File: config.mk
export PLATFORM = sky130hd
export DESIGN_NAME = alarm_ringer_flat
export DESIGN_NICKNAME = d
export VERILOG_FILES = /design/src/rtl/clock_pkg.sv /design/src/rtl/alarm_ringer_if.sv /design/src/rtl/ringer_prescaler.sv /design/src/rtl/alarm_ringer.sv /design/src/flat_wrapper.sv
export SDC_FILE = /design/constraint.sdc
export NUM_CORES = 1
export LEC_CHECK = 0
export ABC_AREA = 1
export CORE_UTILIZATION = 35
export DETAILED_ROUTE_END_ITERATION = 16
export MAX_ROUTING_LAYER = met4
export PLACE_DENSITY_LB_ADDON = 0.1
export RECOVER_POWER = 25
export SLEW_MARGIN = 15
export SYNTH_ARGS = -nofsm -noshare
export SYNTH_HDL_FRONTEND = slang
export SYNTH_HIERARCHICAL = 1
export SYNTH_SLANG_ARGS = --single-unit
File: constraint.sdc
create_clock -name clk -period 2.85 [get_ports clk]
set_clock_uncertainty 0.15 [all_clocks]
set_input_delay 0.285 -clock clk [delete_from_list [all_inputs] [get_ports clk]]
set_output_delay 0.285 -clock clk [all_outputs]
set_load 0.1 [all_outputs]
File: src/rtl/clock_pkg.sv
// Shared types and constants for the alarm ringer.
//   ringer_state_t : ringer FSM state encoding
//   BEEP_PATTERN   : per-tick beep enable, bit i = tick index i (double beep at ticks 0 and 2)
package clock_pkg;

  typedef enum logic [1:0] {
    StIdle,
    StRing,
    StSnooze
  } ringer_state_t;

  localparam logic [7:0] BEEP_PATTERN = 8'b0000_0101;

endpackage

File: src/rtl/alarm_ringer_if.sv
// Signal bundle between the alarm comparator / buttons and the ringer.
//   ring_req, ring_id      : ring event pulse and alarm index
//   stop_btn, snooze_btn   : active-low one-cycle button pulses
//   buzzer                 : gated square wave to the buzzer pin
//   ringing, snoozed       : state flags for display/LEDs
//   active_id, snooze_count: alarm being serviced, snoozes used
//   missed                 : one-cycle pulse on timeout auto-stop
// master drives the requests/buttons, slave is the ringer.
interface alarm_ringer_if;

  logic       ring_req;
  logic [1:0] ring_id;
  logic       stop_btn;
  logic       snooze_btn;
  logic       buzzer;
  logic       ringing;
  logic       snoozed;
  logic [1:0] active_id;
  logic [1:0] snooze_count;
  logic       missed;

  modport master (
    output ring_req, ring_id, stop_btn, snooze_btn,
    input  buzzer, ringing, snoozed, active_id, snooze_count, missed
  );

  modport slave (
    input  ring_req, ring_id, stop_btn, snooze_btn,
    output buzzer, ringing, snoozed, active_id, snooze_count, missed
  );

endinterface

File: src/rtl/ringer_prescaler.sv
// Tone and pattern-tick dividers for the alarm ringer.
//   clk, rst_n : clock, asynchronous active-low reset
//   restart    : clear both dividers and force the tone phase high
//   enable     : let the dividers count
//   tone       : tone phase for the coming cycle (registered next-state view)
//   tick       : one-cycle pulse in the last cycle of each pattern tick
module ringer_prescaler #(
  parameter int unsigned TONE_DIV = 25000,
  parameter int unsigned TICK_DIV = 12500000
) (
  input  logic clk,
  input  logic rst_n,
  input  logic restart,
  input  logic enable,
  output logic tone,
  output logic tick
);

  localparam int unsigned ToneW = (TONE_DIV > 1) ? $clog2(TONE_DIV) : 1;
  localparam int unsigned TickW = (TICK_DIV > 1) ? $clog2(TICK_DIV) : 1;

  logic [ToneW-1:0] tone_cnt_q, tone_cnt_d;
  logic [TickW-1:0] tick_cnt_q, tick_cnt_d;
  logic             tone_q, tone_d;

  always_comb begin
    tone_d     = tone_q;
    tone_cnt_d = tone_cnt_q;
    tick_cnt_d = tick_cnt_q;
    if (restart) begin
      tone_d     = 1'b1;
      tone_cnt_d = '0;
      tick_cnt_d = '0;
    end else if (enable) begin
      if (tone_cnt_q == ToneW'(TONE_DIV - 1)) begin
        tone_cnt_d = '0;
        tone_d     = ~tone_q;
      end else begin
        tone_cnt_d = tone_cnt_q + 1'b1;
      end
      if (tick_cnt_q == TickW'(TICK_DIV - 1)) begin
        tick_cnt_d = '0;
      end else begin
        tick_cnt_d = tick_cnt_q + 1'b1;
      end
    end
  end

  // Tick must not depend on restart: the parent derives restart from tick.
  assign tick = enable & (tick_cnt_q == TickW'(TICK_DIV - 1));
  // Exposing the next phase lets the parent register buzzer in step with it.
  assign tone = tone_d;

  always_ff @(posedge clk or negedge rst_n) begin
    if (!rst_n) begin
      tone_q     <= 1'b0;
      tone_cnt_q <= '0;
      tick_cnt_q <= '0;
    end else begin
      tone_q     <= tone_d;
      tone_cnt_q <= tone_cnt_d;
      tick_cnt_q <= tick_cnt_d;
    end
  end

endmodule

File: src/rtl/alarm_ringer.sv
// Alarm ringer: turns a ring event into a double-beep buzzer pattern with stop, snooze,
// re-ring after the snooze interval and auto-stop after an unattended timeout.
//   clk, rst_n : clock, asynchronous active-low reset
//   bus        : alarm_ringer_if slave (requests/buttons in, buzzer/status out)
// snooze_count is 2 bits wide, so MAX_SNOOZE must not exceed 3.
module alarm_ringer
  import clock_pkg::*;
#(
  parameter int unsigned TONE_DIV       = 25000,
  parameter int unsigned TICK_DIV       = 12500000,
  parameter int unsigned RING_TIMEOUT_S = 60,
  parameter int unsigned SNOOZE_S       = 300,
  parameter int unsigned MAX_SNOOZE     = 3
) (
  input logic           clk,
  input logic           rst_n,
  alarm_ringer_if.slave bus
);

  localparam int unsigned SecMax = (RING_TIMEOUT_S > SNOOZE_S) ? RING_TIMEOUT_S : SNOOZE_S;
  localparam int unsigned SecW   = $clog2(SecMax + 1);

  ringer_state_t   state_q, state_d;
  logic [2:0]      idx_q, idx_d;
  logic [SecW-1:0] sec_q, sec_d;
  logic [1:0]      id_q, id_d;
  logic [1:0]      snz_q, snz_d;
  logic            ringing_q, snoozed_q, buzzer_q, missed_q, missed_d;
  logic            restart, tone, tick, wrap, sec_done, stop, snooze;
  logic [SecW-1:0] sec_limit;

  ringer_prescaler #(
    .TONE_DIV (TONE_DIV),
    .TICK_DIV (TICK_DIV)
  ) u_prescaler (
    .clk     (clk),
    .rst_n   (rst_n),
    .restart (restart),
    .enable  (state_q != StIdle),
    .tone    (tone),
    .tick    (tick)
  );

  assign stop      = ~bus.stop_btn;
  assign snooze    = ~bus.snooze_btn;
  assign wrap      = tick & (idx_q == 3'd7);
  assign sec_limit = (state_q == StRing) ? SecW'(RING_TIMEOUT_S - 1) : SecW'(SNOOZE_S - 1);
  // The second that is completing right now is the last one allowed in this state.
  assign sec_done  = wrap & (sec_q == sec_limit);

  always_comb begin
    state_d  = state_q;
    id_d     = id_q;
    snz_d    = snz_q;
    missed_d = 1'b0;
    if (bus.ring_req) begin
      state_d = StRing;
      id_d    = bus.ring_id;
      snz_d   = '0;
    end else begin
      case (state_q)
        StRing: begin
          if (stop) begin
            state_d = StIdle;
          end else if (snooze && (snz_q < 2'(MAX_SNOOZE))) begin
            state_d = StSnooze;
            snz_d   = snz_q + 2'd1;
          end else if (sec_done) begin
            state_d  = StIdle;
            missed_d = 1'b1;
          end
        end
        StSnooze: begin
          if (stop) begin
            state_d = StIdle;
          end else if (sec_done) begin
            state_d = StRing;
          end
        end
        default: ;
      endcase
    end
    if (state_d == StIdle) begin
      id_d  = '0;
      snz_d = '0;
    end

    // Every state entry (and a repeated ring_req) starts the pattern and timing afresh.
    restart = bus.ring_req | (state_d != state_q);

    if (restart) begin
      idx_d = '0;
    end else if (tick) begin
      idx_d = idx_q + 3'd1;
    end else begin
      idx_d = idx_q;
    end

    if (restart) begin
      sec_d = '0;
    end else if (wrap && (sec_q != SecW'(SecMax))) begin
      sec_d = sec_q + 1'b1;
    end else begin
      sec_d = sec_q;
    end
  end

  always_ff @(posedge clk or negedge rst_n) begin
    if (!rst_n) begin
      state_q   <= StIdle;
      idx_q     <= '0;
      sec_q     <= '0;
      id_q      <= '0;
      snz_q     <= '0;
      ringing_q <= 1'b0;
      snoozed_q <= 1'b0;
      buzzer_q  <= 1'b0;
      missed_q  <= 1'b0;
    end else begin
      state_q   <= state_d;
      idx_q     <= idx_d;
      sec_q     <= sec_d;
      id_q      <= id_d;
      snz_q     <= snz_d;
      ringing_q <= (state_d == StRing);
      snoozed_q <= (state_d == StSnooze);
      buzzer_q  <= tone & BEEP_PATTERN[idx_d] & (state_d == StRing);
      missed_q  <= missed_d;
    end
  end

  assign bus.buzzer       = buzzer_q;
  assign bus.ringing      = ringing_q;
  assign bus.snoozed      = snoozed_q;
  assign bus.active_id    = id_q;
  assign bus.snooze_count = snz_q;
  assign bus.missed       = missed_q;

endmodule
File: src/flat_wrapper.sv
// flat-port wrapper written by rule: the top's interface ports become plain ports
module alarm_ringer_flat import clock_pkg::*;
#(
  parameter int unsigned TONE_DIV       = 25000,
  parameter int unsigned TICK_DIV       = 12500000,
  parameter int unsigned RING_TIMEOUT_S = 60,
  parameter int unsigned SNOOZE_S       = 300,
  parameter int unsigned MAX_SNOOZE     = 3
)
  (clk, rst_n, bus_ring_req, bus_ring_id, bus_stop_btn, bus_snooze_btn, bus_buzzer, bus_ringing, bus_snoozed, bus_active_id, bus_snooze_count, bus_missed);
  alarm_ringer_if bus_i ();
  input logic clk;
  input logic rst_n;
  input wire logic [$bits(bus_i.ring_req)-1:0] bus_ring_req;
  input wire logic [$bits(bus_i.ring_id)-1:0] bus_ring_id;
  input wire logic [$bits(bus_i.stop_btn)-1:0] bus_stop_btn;
  input wire logic [$bits(bus_i.snooze_btn)-1:0] bus_snooze_btn;
  output wire logic [$bits(bus_i.buzzer)-1:0] bus_buzzer;
  output wire logic [$bits(bus_i.ringing)-1:0] bus_ringing;
  output wire logic [$bits(bus_i.snoozed)-1:0] bus_snoozed;
  output wire logic [$bits(bus_i.active_id)-1:0] bus_active_id;
  output wire logic [$bits(bus_i.snooze_count)-1:0] bus_snooze_count;
  output wire logic [$bits(bus_i.missed)-1:0] bus_missed;
  assign bus_i.ring_req = bus_ring_req;
  assign bus_i.ring_id = bus_ring_id;
  assign bus_i.stop_btn = bus_stop_btn;
  assign bus_i.snooze_btn = bus_snooze_btn;
  assign bus_buzzer = bus_i.buzzer;
  assign bus_ringing = bus_i.ringing;
  assign bus_snoozed = bus_i.snoozed;
  assign bus_active_id = bus_i.active_id;
  assign bus_snooze_count = bus_i.snooze_count;
  assign bus_missed = bus_i.missed;
  alarm_ringer #(.TONE_DIV(TONE_DIV), .TICK_DIV(TICK_DIV), .RING_TIMEOUT_S(RING_TIMEOUT_S), .SNOOZE_S(SNOOZE_S), .MAX_SNOOZE(MAX_SNOOZE)) u_core (.clk(clk), .rst_n(rst_n), .bus(bus_i));
endmodule
==> impl_metrics.json <==
{
  "vias_per_cell": 4.81,
  "die_w_um": 105,
  "path_clk_slew_ps": 70,
  "nFillCells": 1003,
  "drtAntennaViolNets": 0,
  "synthTopCellsByCount": "nand2_1, nor2_1, dfrtp_1",
  "synth_top_family_by_area": "simple AND/OR/NAND/NOR gates",
  "yosys-top-cells-area": "dfrtp_1, nand2_1, nor2_1",
  "slowest_delay_ps": 370,
  "drc_errors": 0,
  "synth_xor_area_frac": 0.0587,
  "met2_usage": 0.314,
  "use_met3": 0.0396,
  "grt_start_max_net_pins": 35,
  "core_um2": 10300,
  "synth_flop_cell": "dfrtp_1",
  "fin_area_um2": 5300,
  "layout-drive-gt1-share": 0.312,
  "rsz0062_at_grt": "true",
  "antenna_found_initial": 0,
  "min_period_ps": 3180,
  "switching_share": 0.385,
  "row_count": 37,
  "path_cells": "ha_2 > nand2_2 > nor2_2 > nand2_1 > nand3b_4 > nor2_4 > nand2_2 > inv_2 > nand2_2 > nor2_2 > nand3_2 > a21oi_2 > nand2_2 > nand3_2 > nand3_4 > nor2_4 > inv_4 > nor2_4 > clkinv_4 > buf_6 > buf_6 > nand2_2 > xor2_1 > nor2_1",
  "post-route-period-util": 1.11,
  "totalWireLength_um": 10300,
  "cp_common_cell": "nand2_2",
  "cts_tree": "yes",
  "p_seq_frac": 0.285,
  "grt_pass1_wl_um": 16300,
  "ir_drop_mv": 0.388,
  "critical_path_required_ps": 2920,
  "path_delay_family": "simple AND/OR/NAND/NOR gates",
  "fmax_mhz": 315,
  "finalSetupViolCount": 40,
  "io_buffers": 14,
  "n_antenna_cell": 0,
  "clock_latency_ps": 340,
  "gp_congestion": 0.844,
  "vias": 3643,
  "syn_inst": 503,
  "wl_per_cell_um": 13.6,
  "regToRegStartpoint": "u_core/u_prescaler/tick_cnt_q[0]$_DFFE_PN0P_",
  "drv_slew": 29,
  "synth_seq_cells": 62,
  "p_per_area_nw_per_um2": 645,
  "crit_path_end_kind": "flop",
  "max_cap_viol_count": 1,
  "p_leak_uw": 0.00239,
  "synth-compound-area-share": 0.0490,
  "first_global_vias": 3491,
  "max-slew-margin-rel": -0.155,
  "syn_nets": 520,
  "hold_path.class": "primary input to flop",
  "syn2layout_area_growth_pct": 42.2,
  "netlist_area_um2": 3730,
  "cp_max_fo": 4,
  "synth_top_area_share": 0.416,
  "htree_num_levels": 3,
  "busiest_layer": "met2",
  "power_frac_clock": 0.269,
  "finalSetupTns_ps": -8510,
  "first_pass_iters": 4,
  "initial_utilization": 0.361,
  "muxShareOfSynthArea": 0.00268,
  "seqCellArea_um2": 1550,
  "multi_input_area_um2": 2200,
  "synth_cell_type_count": 37,
  "hold_viol": 0,
  "synth_simple_gate_area_frac": 0.368,
  "use_met1": 0.241,
  "worst_path_max_delay_cell": "dfrtp_1",
  "holdCritStartpoint": "bus_ring_id[0]",
  "grtUsageTotal": 0.195,
  "synth_edf_count": 0,
  "cts_made_buffers": 9,
  "cts.sinks": 62,
  "status": "finished with violations",
  "placed_area_um2": 4520,
  "die_h_um": 105,
  "grt_remaining_overflow": 0,
  "setup_ws_ps": -327,
  "power.switching_uw": 1320,
  "crit_type": "flop to flop",
  "synth_most_common_cell": "nand2_1",
  "p_int_uw": 2100,
  "tightest_slew_ps": 1730,
  "p_comb_frac": 0.446,
  "ioPinCount": 15,
  "cts_buffer_depth": 2,
  "postSynthAreaPerCell_um2": 7.42,
  "ys_seq_area_frac": 0.416,
  "p_total_uw": 3420,
  "failed_checks": "capacitance limit, slew limit, setup timing",
  "nets": 633,
  "pre_cts_ws_ps": -181,
  "die-area_um2": 11100,
  "hpwl_um": 7060,
  "async_flop_share": 1.00,
  "clk_root_buffer_cell": "clkbuf_8",
  "synth_fa_ha_area_frac": 0.0335,
  "critical_path_buf_inv_count": 5,
  "cp-startpoint": "u_core/u_prescaler/tick_cnt_q[0]$_DFFE_PN0P_",
  "worst_setup_path_start_kind": "flop",
  "ys.warnings.count": 6,
  "synth_largest_area_cell": "dfrtp_1",
  "arrival_ps": 3250,
  "drt_iter0_markers": 110
}
==> layout by cell type, fill, tap and decap left out, drive strengths merged, types with 4 or more instances in the layout <==
cell and n:
o21ai 11, nand4 21, nand2 135, inv 60
nand3 36, clkdlybuf4s50 5, clkbuf 14, xor2 21
dfrtp 62, xnor2 4, ha 10, nor3 10
nor2 102, buf 99, a21oi 13
==> logic make-up (layout without fill, tap and decap cells) <==
kind of cell / Yosys count / count (layout)
simple gates: 309 / 309
buf+inv: 67 / 184
flops: 62 / 62
compound gates: 29 / 30
xor+xnor: 25 / 25
fa+ha+maj: 10 / 10
mux: 1 / 1
==> worst register-to-register path: stages (launching register included) <==
cell and delay, ps:
dfrtp_1 370, ha_2 200, nand2_2 60, nor2_2 120, nand2_1 60, nand3b_4 180, nor2_4 100, nand2_2 60
inv_2 60, nand2_2 50, nor2_2 120, nand3_2 110, a21oi_2 200, nand2_2 90, nand3_2 90, nand3_4 80
nor2_4 140, inv_4 50, nor2_4 160, clkinv_4 100, buf_6 140, buf_6 120, nand2_2 60, xor2_1 140
nor2_1 50
==> routing by layer <==
metal  routed length, um  share of wire  up-vias
met5                   0              0        -
met4                 244          0.024        0
met3                 404          0.039       18
met2                5140           0.50       68
met1                4540           0.44     1733
li1                    -              -     1824
==> cell type report <==
cell class              instances  area share
well taps                     136      0.0321
repair buffers                106       0.169
multi-input cells             375       0.415
flip-flops and latches         62       0.293
clock inverters                 3      0.0123
clock buffers                  13      0.0319
inverters                      62      0.0477
==> flip-flops by register name, indices dropped and copies added, names as in the netlist, 2 cells and up <==
| name | flops |
|---|---|
| u_core/idx_q | 3 |
| u_core/sec_q | 9 |
| u_core/bus.active_id | 2 |
| u_core/u_prescaler/tick_cnt_q | 24 |
| u_core/bus.snooze_count | 2 |
| u_core/u_prescaler/tone_cnt_q | 15 |
| u_core/state_q | 2 |
==> power by group through the flow <==
| stage | registers [uW] | clock network [uW] | logic [uW] |
|---|---|---|---|
| global route | 979 | 989 | 1640 |
| finish | 975 | 921 | 1520 |
| CTS | 975 | 949 | 1230 |
| detailed placement | 990 | 0 | 1160 |
| floorplan | 1190 | 0 | 507 |
| global placement | 989 | 0 | 1160 |
==> repair_timing <==
action / 4_1_cts / 5_1_grt
pin swaps: 6 / 50
setup endpoints to repair: 36 / 50
setup buffers: 11 / 18
hold endpoints to repair: 28 / 0
hold buffers: 1 / 0
gates resized for setup: 12 / 71
gates cloned: 1 / 0
==> final timing paths <==
check / depth (start not counted) / endpoint / slack, ps
worst max-delay path: 24 / u_core/u_prescaler/tick_cnt_q[13]$_DFFE_PN0P_ / -330
worst max register to register: 24 / u_core/u_prescaler/tick_cnt_q[13]$_DFFE_PN0P_ / -330
min in group asynchronous: 2 / u_core/u_prescaler/tick_cnt_q[13]$_DFFE_PN0P_ / 780
worst min register to register: 2 / u_core/bus.active_id[0]$_DFFE_PN0P_ / 330
max in group asynchronous: 2 / u_core/u_prescaler/tick_cnt_q[3]$_DFFE_PN0P_ / 760
worst min-delay path: 3 / u_core/bus.active_id[0]$_DFFE_PN0P_ / 330
==> metrics by stage <==
step	hold slack, ps	util	std cells
floorplan	-161	-	503
global route	349	0.514	757
detailed placement	236	0.438	711
CTS	315	0.475	740
finish	328	0.514	757
global placement	224	0.438	711
No activity file was read; power rests on OpenSTA's default activity.
